### src/rtl/uart_tx_mmio.sv
// uart_tx_mmio: memory-mapped 8N1 UART transmitter with a status readback word.
// Define UART_TX_FIFO_EN for a FIFO_DEPTH-entry TX queue; otherwise a single holding register.
module uart_tx_mmio #(
  parameter int unsigned CLK_FREQ   = 50000000,
  parameter int unsigned BAUD       = 115200,
  parameter int unsigned FIFO_DEPTH = 4
) (
  input  logic        clk,
  input  logic        reset,
  input  logic [1:0]  Reg_Sel,
  input  logic [31:0] Data_In,
  input  logic        Write_En,
  output logic [31:0] Data_Out,
  output logic        tx,
  output logic        tx_busy
);

  localparam int unsigned CLKS_PER_BIT = CLK_FREQ / BAUD;
  localparam int unsigned CNT_W        = $clog2(CLKS_PER_BIT);
  localparam logic [CNT_W-1:0] CNT_RELOAD = CNT_W'(CLKS_PER_BIT - 1);

  localparam logic [1:0] REG_TXDATA  = 2'b01;
  localparam logic [1:0] REG_STATUS  = 2'b10;
  localparam logic [1:0] REG_CONTROL = 2'b11;

  typedef enum logic [1:0] {S_IDLE, S_START, S_DATA, S_STOP} state_t;

  state_t           state, state_n;
  logic [CNT_W-1:0] cnt, cnt_n;
  logic [2:0]       bit_idx, bit_n;
  logic [7:0]       shift, shift_n;
  logic             tx_n, busy_n;
  logic             pop;

  logic       we_d;
  logic       push_req, push_ok, clr_ovr;
  logic       overrun;
  logic       q_full, q_empty;
  logic [7:0] q_head;

  // Write strobe rising-edge detection
  always_ff @(posedge clk or negedge reset) begin
    if (!reset) we_d <= 1'b0;
    else        we_d <= Write_En;
  end

  assign push_req = Write_En & ~we_d & (Reg_Sel == REG_TXDATA);
  assign clr_ovr  = Write_En & ~we_d & (Reg_Sel == REG_CONTROL) & Data_In[0];
  // A pop in the same cycle frees a slot, so a push into a full queue still lands
  assign push_ok  = push_req & (~q_full | pop);

  always_ff @(posedge clk or negedge reset) begin
    if (!reset)                          overrun <= 1'b0;
    else if (push_req && q_full && !pop) overrun <= 1'b1;
    else if (clr_ovr)                    overrun <= 1'b0;
  end

`ifdef UART_TX_FIFO_EN
  localparam int unsigned ADDR_W = $clog2(FIFO_DEPTH);
  localparam int unsigned CNTQ_W = ADDR_W + 1;

  logic [7:0]        mem [FIFO_DEPTH];
  logic [ADDR_W-1:0] wr_ptr, rd_ptr;
  logic [CNTQ_W-1:0] count;

  // Circular buffer pointers and occupancy
  always_ff @(posedge clk or negedge reset) begin
    if (!reset) begin
      wr_ptr <= '0;
      rd_ptr <= '0;
      count  <= '0;
    end else begin
      if (push_ok) wr_ptr <= wr_ptr + ADDR_W'(1);
      if (pop)     rd_ptr <= rd_ptr + ADDR_W'(1);
      case ({push_ok, pop})
        2'b10:   count <= count + CNTQ_W'(1);
        2'b01:   count <= count - CNTQ_W'(1);
        default: count <= count;
      endcase
    end
  end

  always_ff @(posedge clk) begin
    if (push_ok) mem[wr_ptr] <= Data_In[7:0];
  end

  assign q_full  = (count == CNTQ_W'(FIFO_DEPTH));
  assign q_empty = (count == '0);
  assign q_head  = mem[rd_ptr];

  logic unused_ok;
  assign unused_ok = ^Data_In[31:8];
`else
  logic       hold_v;
  logic [7:0] hold_q;

  // Single holding register; a push alongside a pop replaces the popped byte
  always_ff @(posedge clk or negedge reset) begin
    if (!reset) begin
      hold_v <= 1'b0;
      hold_q <= '0;
    end else if (push_ok) begin
      hold_v <= 1'b1;
      hold_q <= Data_In[7:0];
    end else if (pop) begin
      hold_v <= 1'b0;
    end
  end

  assign q_full  = hold_v;
  assign q_empty = ~hold_v;
  assign q_head  = hold_q;

  logic unused_ok;
  assign unused_ok = ^{Data_In[31:8], FIFO_DEPTH};
`endif

  // FSM and datapath state register
  always_ff @(posedge clk or negedge reset) begin
    if (!reset) begin
      state   <= S_IDLE;
      cnt     <= '0;
      bit_idx <= '0;
      shift   <= '0;
      tx      <= 1'b1;
      tx_busy <= 1'b0;
    end else begin
      state   <= state_n;
      cnt     <= cnt_n;
      bit_idx <= bit_n;
      shift   <= shift_n;
      tx      <= tx_n;
      tx_busy <= busy_n;
    end
  end

  // Next-state, pop request and registered-output next values
  always_comb begin
    state_n = state;
    cnt_n   = cnt;
    bit_n   = bit_idx;
    shift_n = shift;
    pop     = 1'b0;

    case (state)
      S_IDLE: begin
        if (!q_empty) begin
          pop     = 1'b1;
          shift_n = q_head;
          bit_n   = '0;
          cnt_n   = CNT_RELOAD;
          state_n = S_START;
        end
      end
      S_START: begin
        if (cnt == '0) begin
          cnt_n   = CNT_RELOAD;
          state_n = S_DATA;
        end else begin
          cnt_n = cnt - CNT_W'(1);
        end
      end
      S_DATA: begin
        if (cnt == '0) begin
          cnt_n = CNT_RELOAD;
          if (bit_idx == 3'd7) begin
            state_n = S_STOP;
          end else begin
            shift_n = shift >> 1;
            bit_n   = bit_idx + 3'd1;
          end
        end else begin
          cnt_n = cnt - CNT_W'(1);
        end
      end
      S_STOP: begin
        if (cnt == '0) begin
          if (!q_empty) begin
            pop     = 1'b1;
            shift_n = q_head;
            bit_n   = '0;
            cnt_n   = CNT_RELOAD;
            state_n = S_START;
          end else begin
            state_n = S_IDLE;
          end
        end else begin
          cnt_n = cnt - CNT_W'(1);
        end
      end
      default: state_n = S_IDLE;
    endcase

    case (state_n)
      S_START: tx_n = 1'b0;
      S_DATA:  tx_n = shift_n[0];
      default: tx_n = 1'b1;
    endcase
    busy_n = (state_n != S_IDLE);
  end

  assign Data_Out = (Reg_Sel == REG_STATUS) ?
                    {28'd0, overrun, q_empty, q_full, tx_busy} : 32'd0;

endmodule

### config.mk
export PLATFORM = sky130hd
export DESIGN_NAME = uart_tx_mmio
export DESIGN_NICKNAME = d
export VERILOG_FILES = /design/src/rtl/uart_tx_mmio.sv
export SDC_FILE = /design/constraint.sdc
export NUM_CORES = 1
export LEC_CHECK = 0
export CAP_MARGIN = 10
export CORE_MARGIN = 2
export CORE_UTILIZATION = 34
export DETAILED_ROUTE_END_ITERATION = 10
export MAX_ROUTING_LAYER = met4
export PLACE_DENSITY = 0.65
export RECOVER_POWER = 100
export SLEW_MARGIN = 20
export SYNTH_ARGS = -nofsm -noshare
export SYNTH_HDL_FRONTEND = slang
export SYNTH_SLANG_ARGS = --single-unit
### constraint.sdc
create_clock -name clk -period 2.2 [get_ports clk]
set_input_delay 0.44 -clock clk [delete_from_list [all_inputs] [get_ports clk]]
set_output_delay 0.44 -clock clk [all_outputs]
set_load 0.01 [all_outputs]
# [Word-level counts from Yosys, hierarchy flattened]
# Cells that the tools add are included.
# Widths: inputs -> output; s select.
[word_totals] reg_bits=35 out_inout_bits=34 word_cells=74
[op_classes] addsub=2 eq_ne=12 n_mux=30 n_bitwise=8 n_reduce_logical=11
[op_table] cell="$mux 8" n=4
[op_table] cell="$mux 9" n=3
[op_table] cell="$pmux 9 s3" n=1
[op_table] cell="$pmux 8 s3" n=1
[op_table] cell="$mux 3" n=4
[op_table] cell="$eq 2x2->1 const B" n=5
[op_table] cell="$mux 2" n=5
[op_table] cell="$logic_not 9->1" n=1
[op_table] cell="$pmux 3 s3" n=1
[op_table] cell="$sub 9x1->9 const B" n=1
[op_table] cell="$pmux 2 s4" n=1
[op_table] cell="$mux 1" n=7
[op_table] cell="$eq 2x1->1 const B" n=3
[op_table] cell="$ne 2x2->1 const B" n=3
[op_table] cell="$reduce_bool 2->1" n=3
[op_table] cell="$and 1x1->1" n=5
[op_table] cell="$mux 4" n=1
[op_table] cell="$pmux 1 s2" n=2
[op_table] cell="$reduce_and 4->1" n=1
[op_table] cell="$add 3x1->3 const B" n=1
[op_table] cell="$eq 3x3->1 const B" n=1
[op_table] cell="$reduce_bool 3->1" n=1
[op_table] cell="$logic_and 1x1->1" n=2
[op_table] cell="$logic_not 2->1" n=1
[op_table] cell="4 further kinds" n=5

# [Logic depth before layout (Yosys ltp)]
[depth] ltp_word=6 mapped_depth=8 mapped_depth_nobuf=7

# [Worst setup path before layout]
# No wires, ideal clock.
[synth_timing] path_kind="reg-to-reg" startpoint="register cnt[1]" endpoint="register shift[4]" setup_ns=0.134 t_arrival_ns=1.955 required_time_ns=2.066 path_slack_ns=0.111 stages_incl_launch_ff=9 synth_period_minus_slack_ns=2.089 path_cell_list="dfrtp_1 inv_1 ha_1 or4b_4 o32ai_2 and3_1 buf_4 mux2i_1 o21ai_1"
[synth_between] elab_chain_cells=3 word_cells_on_any_way=4 cone_classes="2 x eq/ne; 2 x reduce/logical"
[synth_rtl] item="start, declared" line_no="29" source="logic [CNT_W-1:0] cnt, cnt_n;"
[synth_rtl] item="start signal, assigned" line_no="129" source="cnt <= cnt_n;"
[synth_rtl] item="$logic_not 9->1 *" line_no="164, 177"
[synth_rtl] item="$ne 2x2->1 (no line)"
[synth_rtl] item="$reduce_and 4->1 (no line) *"
[synth_rtl] item="end signal, assigned" line_no="131" source="shift <= shift_n;"
[synth_rtl] item="end, declared" line_no="31" source="logic [7:0] shift, shift_n;"
# Every way passes the cells marked *; elsewhere a longest branch is shown, timed or not.
# A chain may end at the register's enable or synchronous reset.

# [Worst setup path after layout]
[layout_timing] startpoint="register cnt[0]" endpoint="register tx"
[layout_between] elab_chain_cells=5 word_cells_on_any_way=11 cone_classes="2 x eq/ne; 8 x mux; 1 x reduce/logical"
[layout_rtl] item="$logic_not 9->1 *" line_no="156, 164, 177"
[layout_rtl] item="$mux 2, on equally long branches" line_no="177, 156, 164"
[layout_rtl] item="$pmux 2 s4" line_no="145" source="case (state)"
[layout_rtl] item="$eq 2x2->1 or $eq 2x1->1 (tied branches)" line_no="194" source="case (state_n)"
[layout_rtl] item="$pmux 1 s2 *" line_no="194"
[layout_rtl] item="net tx_n" line_no="32" source="logic tx_n, busy_n;"
[layout_rtl] item="end signal, assigned" line_no="132" source="tx <= tx_n;"
[layout_rtl] item="end, declared" line_no="14" source="output logic tx,"
# Mark *: on every way through the listed nets, which the timed path passes. The rest lies on a longest branch. The select of a mux whose other input is x is not followed.

==> key figures <==
Yosys
  • Post-synthesis simple-gate area fraction: between 15 and 20%
  • Cell types with the largest area share after synthesis: sky130_fd_sc_hd__dfrtp_1, sky130_fd_sc_hd__buf_4, sky130_fd_sc_hd__ha_1, sky130_fd_sc_hd__mux2_2, sky130_fd_sc_hd__o21ai_0
  • Leading cell type by number of instances after synthesis: sky130_fd_sc_hd__dfrtp_1
  • Number of flops mapped to enable cells by yosys: 0
  • Post-synthesis mux area share: roughly 7.0%
  • Combinational family with the most area after synthesis: compound AO/OA/AOI/OAI gates
  • Yosys warns: 0
  • Proportion of synthesized chip area in sequential cells: 40.6%
  • Number of register bits inferred by synthesis: 35
  • Number of library cell types mapped by synthesis: 48
  • Synth top cells by count: sky130_fd_sc_hd__dfrtp_1, sky130_fd_sc_hd__buf_4, sky130_fd_sc_hd__o21ai_0
  • Cell taking the most area after synthesis: sky130_fd_sc_hd__dfrtp_1
  • Per-instance average area after synthesis: about 9.9 um2
  • Share of the synthesized netlist area taken by xor and xnor gates: 0%
  • Post-synth design cell area: between 0.002 and 0.0025 mm2
  • Synthesized-area fraction occupied by ao, oa, aoi and oai cells: 18.4%
  • Area share of the largest cell type after synthesis: between 30 and 40%
  • Post-Synth Adder-Cell Area: between 4 and 5%
  • Post-synth top flop: sky130_fd_sc_hd__dfrtp_1
  • Post-Synthesis Cells: ~220
  • Fraction of synthesis flops using an asynchronous set or reset pin: between 90% and 100%

Worst hold path
  • Worst min-delay path class: register to register
  • Min-Delay Startpoint: shift[5]

Floorplanning
  • Cell row count: 29
  • Floorplan die area: ~0.0070 mm2
  • Die boundary width: between 80 and 90 um
  • Die outline height: between 80 and 90 um
  • Io pins: between 70 and 80
  • Starting density of the core: between 30% and 40%
  • CORE AREA: 0.00624 mm2

Timing
  • Number of hold violations in the final report: 0
  • Worst relative slew slack: between 40% and 50%
  • Worst Skew: between 0.002 and 0.0025 ns
  • Fmax: ~0.48 GHz
  • Time the worst path needs with I/O delays and setup: ~2.1 ns
  • Setup TNS: 0 ns
  • Final period util: a little over nine tenths
  • Max Slew Vio Count: 0
  • Setup-violating endpoint count in the final report: 0
  • Worst slew pin tran: between 0.8 and 0.9 ns

Worst setup path
  • Reg-to-Reg Start: cnt[0]
  • Required @ worst endpoint: 2.41 ns
  • Critical Path Fanout Max: 5
  • Kind of end point of the critical path: register
  • Arrival time reported for the critical path endpoint: 2.30 ns
  • Type of origin of the critical path: register
  • Class of the most critical setup path: register to register
  • Start point of the critical path: cnt[0]

Finish
  • Area Overhead vs Synth: 22.0%
  • Fin nets: 305
  • Final non-filler cell total: between 300 and 400
  • Final standard cell utilization of the core: 42.2%
  • Antenna diode count: 0
  • Layout cells sized above 1: approximately 23%

Power and ir drop
  • Switching power share of the total: between 20% and 30%
  • PwrDens: ~540 mW/mm2
  • Clock power share: ~41%
  • Peak VDD IR: approximately 0.58 mV
  • Sequential share of power: about half
  • Share of power burned in combinational logic: under 10%
  • Internal: about 1100 uW
  • Overall power consumption: ~1400 uW
  • Leakage dissipation: around 0.0012 uW
  • Switching pwr: 325 uW

Drt
  • Highest routed layer: met4
  • Total via count in the routed design: between 1.5k and 2k
  • Number of vias per cell: slightly below 5
  • Detailed-router iteration count before antenna repair: 4
  • Per-cell routed wire length: ~12 um
  • Length of routed met2 wiring: 2000 um
  • Met1 routed wirelength after detailed routing: 1970 um
  • Met3 wire length: around 170 um
  • Remaining design rule violation count: 0
  • Antenna Nets Post-Route: 0
  • Starting DRT DRC Count: 102
  • Post-Route WL: 4170 um

Place
  • Gpl congestion: ~0.85
  • Number of placed cells counting well taps: 330
  • Port Buffers: 18
  • Half-perimeter wire length after detailed placement: approximately 3200 um

Global route
  • Global-route wire length before repair: approximately 7300 um
  • Largest net degree at the start of global routing: 36
  • Via count of the first global-routing pass: about 1.6k
  • Number of antenna violations at the first check in global routing: 0
  • GRT Overall Usage: roughly 13%
  • Global route overflow: 0

Outcome
  • Result of the run: completed

Clock network
  • Clock buffer count from CTS: 5
  • Clock root buffer: sky130_fd_sc_hd__clkbuf_8
  • Post CTS Setup Buffer Count: 0
  • Clock sink count: 35
  • Number of hold buffers added after CTS: 0
  • Clk Latency, worst-skew pair: between 0.2 and 0.3 ns
  • Max Root-Sink Buffers: 2
  • Level count of the clock H-tree: 2
  • CTS clk-pin slew, worst paths: 0.07 ns
  • Clock tree from TritonCTS: yes

Job
  • Number of maximum-capacitance violations: 0
## kinds of logic after synthesis
family / count (synthesis)
and+or+nand+nor: 61
AOI/OAI and AO/OA: 56
buffers and inverters: 44
DFF: 35
muxes: 14
adders and majority gates: 8
other: 1
## power by group through the flow
stage	Combinational, uW	Clock, uW	Sequential [uW]
6_report	121	576	713
5_1_grt	135	630	719
4_1_cts	122	597	712
3_5_place_dp	123	0	726
3_3_place_gp	120	0	724
2_1_floorplan	110	0	713
## critical path: stages (launching register included)
cell,delay [ns]
sky130_fd_sc_hd__dfrtp_1,0.38
sky130_fd_sc_hd__inv_1,0.09
sky130_fd_sc_hd__ha_4,0.13
sky130_fd_sc_hd__or4b_4,0.49
sky130_fd_sc_hd__or4_4,0.56
sky130_fd_sc_hd__o32ai_4,0.15
sky130_fd_sc_hd__a211oi_1,0.07
sky130_fd_sc_hd__mux2i_1,0.14
## metrics by stage
stage          setup WS (ns)  hold WS (ns)  instance area [um2]
3_3_place_gp          -0.120         0.469                 2460
4_1_cts               0.0397         0.508                 2580
6_report               0.114         0.494                 2630
3_5_place_dp          -0.121         0.488                 2460
2_1_floorplan          0.111         0.144                 2260
5_1_grt             -0.00107         0.521                 2630
## sequential cells by signal (all words and copies together) (netlist names)
| register | cells |
|---|---|
| hold_q | 8 |
| shift | 8 |
| state | 2 |
| overrun | 1 |
| tx | 1 |
| bit_idx | 3 |
| we_d | 1 |
| hold_v | 1 |
| tx_busy | 1 |
| cnt | 9 |
## cell usage in the layout (no fill, tap or decap), types with 6 or more instances in the layout
cell type,n
sky130_fd_sc_hd__clkdlybuf4s50_1,10
sky130_fd_sc_hd__dfrtp_1,34
sky130_fd_sc_hd__mux2i_1,6
sky130_fd_sc_hd__conb_1,28
sky130_fd_sc_hd__a22o_1,6
sky130_fd_sc_hd__inv_1,10
sky130_fd_sc_hd__mux2_2,8
sky130_fd_sc_hd__buf_4,20
sky130_fd_sc_hd__nor3_1,6
sky130_fd_sc_hd__and2_1,6
sky130_fd_sc_hd__nor2_1,14
sky130_fd_sc_hd__o21ai_0,17
sky130_fd_sc_hd__ha_1,6
sky130_fd_sc_hd__nand2_1,13
## area by class of cell
cell class	instances	area [um2]
fill	617	3610
multi-input combinational	167	1160
sequential	35	877
timing repair buffer	40	342
tap	77	96.3
clock buffer	5	68.8
clock inverter	3	43.8
inverter	11	41.3
## metal layers
metal	vias to the layer above	GRT usage (%)
met2	41	20.7
met5	-	-
met1	794	16.8
met4	0	2.20
met3	4	2.97
li1	811	-
## timing repair
action	in CTS	in global routing
gates cloned	0	0
endpoints found under the setup margin	4	17
pin swaps	0	2
gates resized for setup	6	13
## worst paths after layout
| kind | endpoint | slack [ns] | cells after the start |
|---|---|---|---|
| worst max-delay path | tx | 0.11 | 7 |
| worst min register to register | shift[4] | 0.49 | 2 |
| max in group asynchronous | cnt[4] | 0.86 | 2 |
| min in group asynchronous | hold_q[4] | 0.80 | 2 |
| worst min-delay path | shift[4] | 0.49 | 2 |
| worst max register to register | tx | 0.11 | 7 |
(Power assumes the default switching activity.)
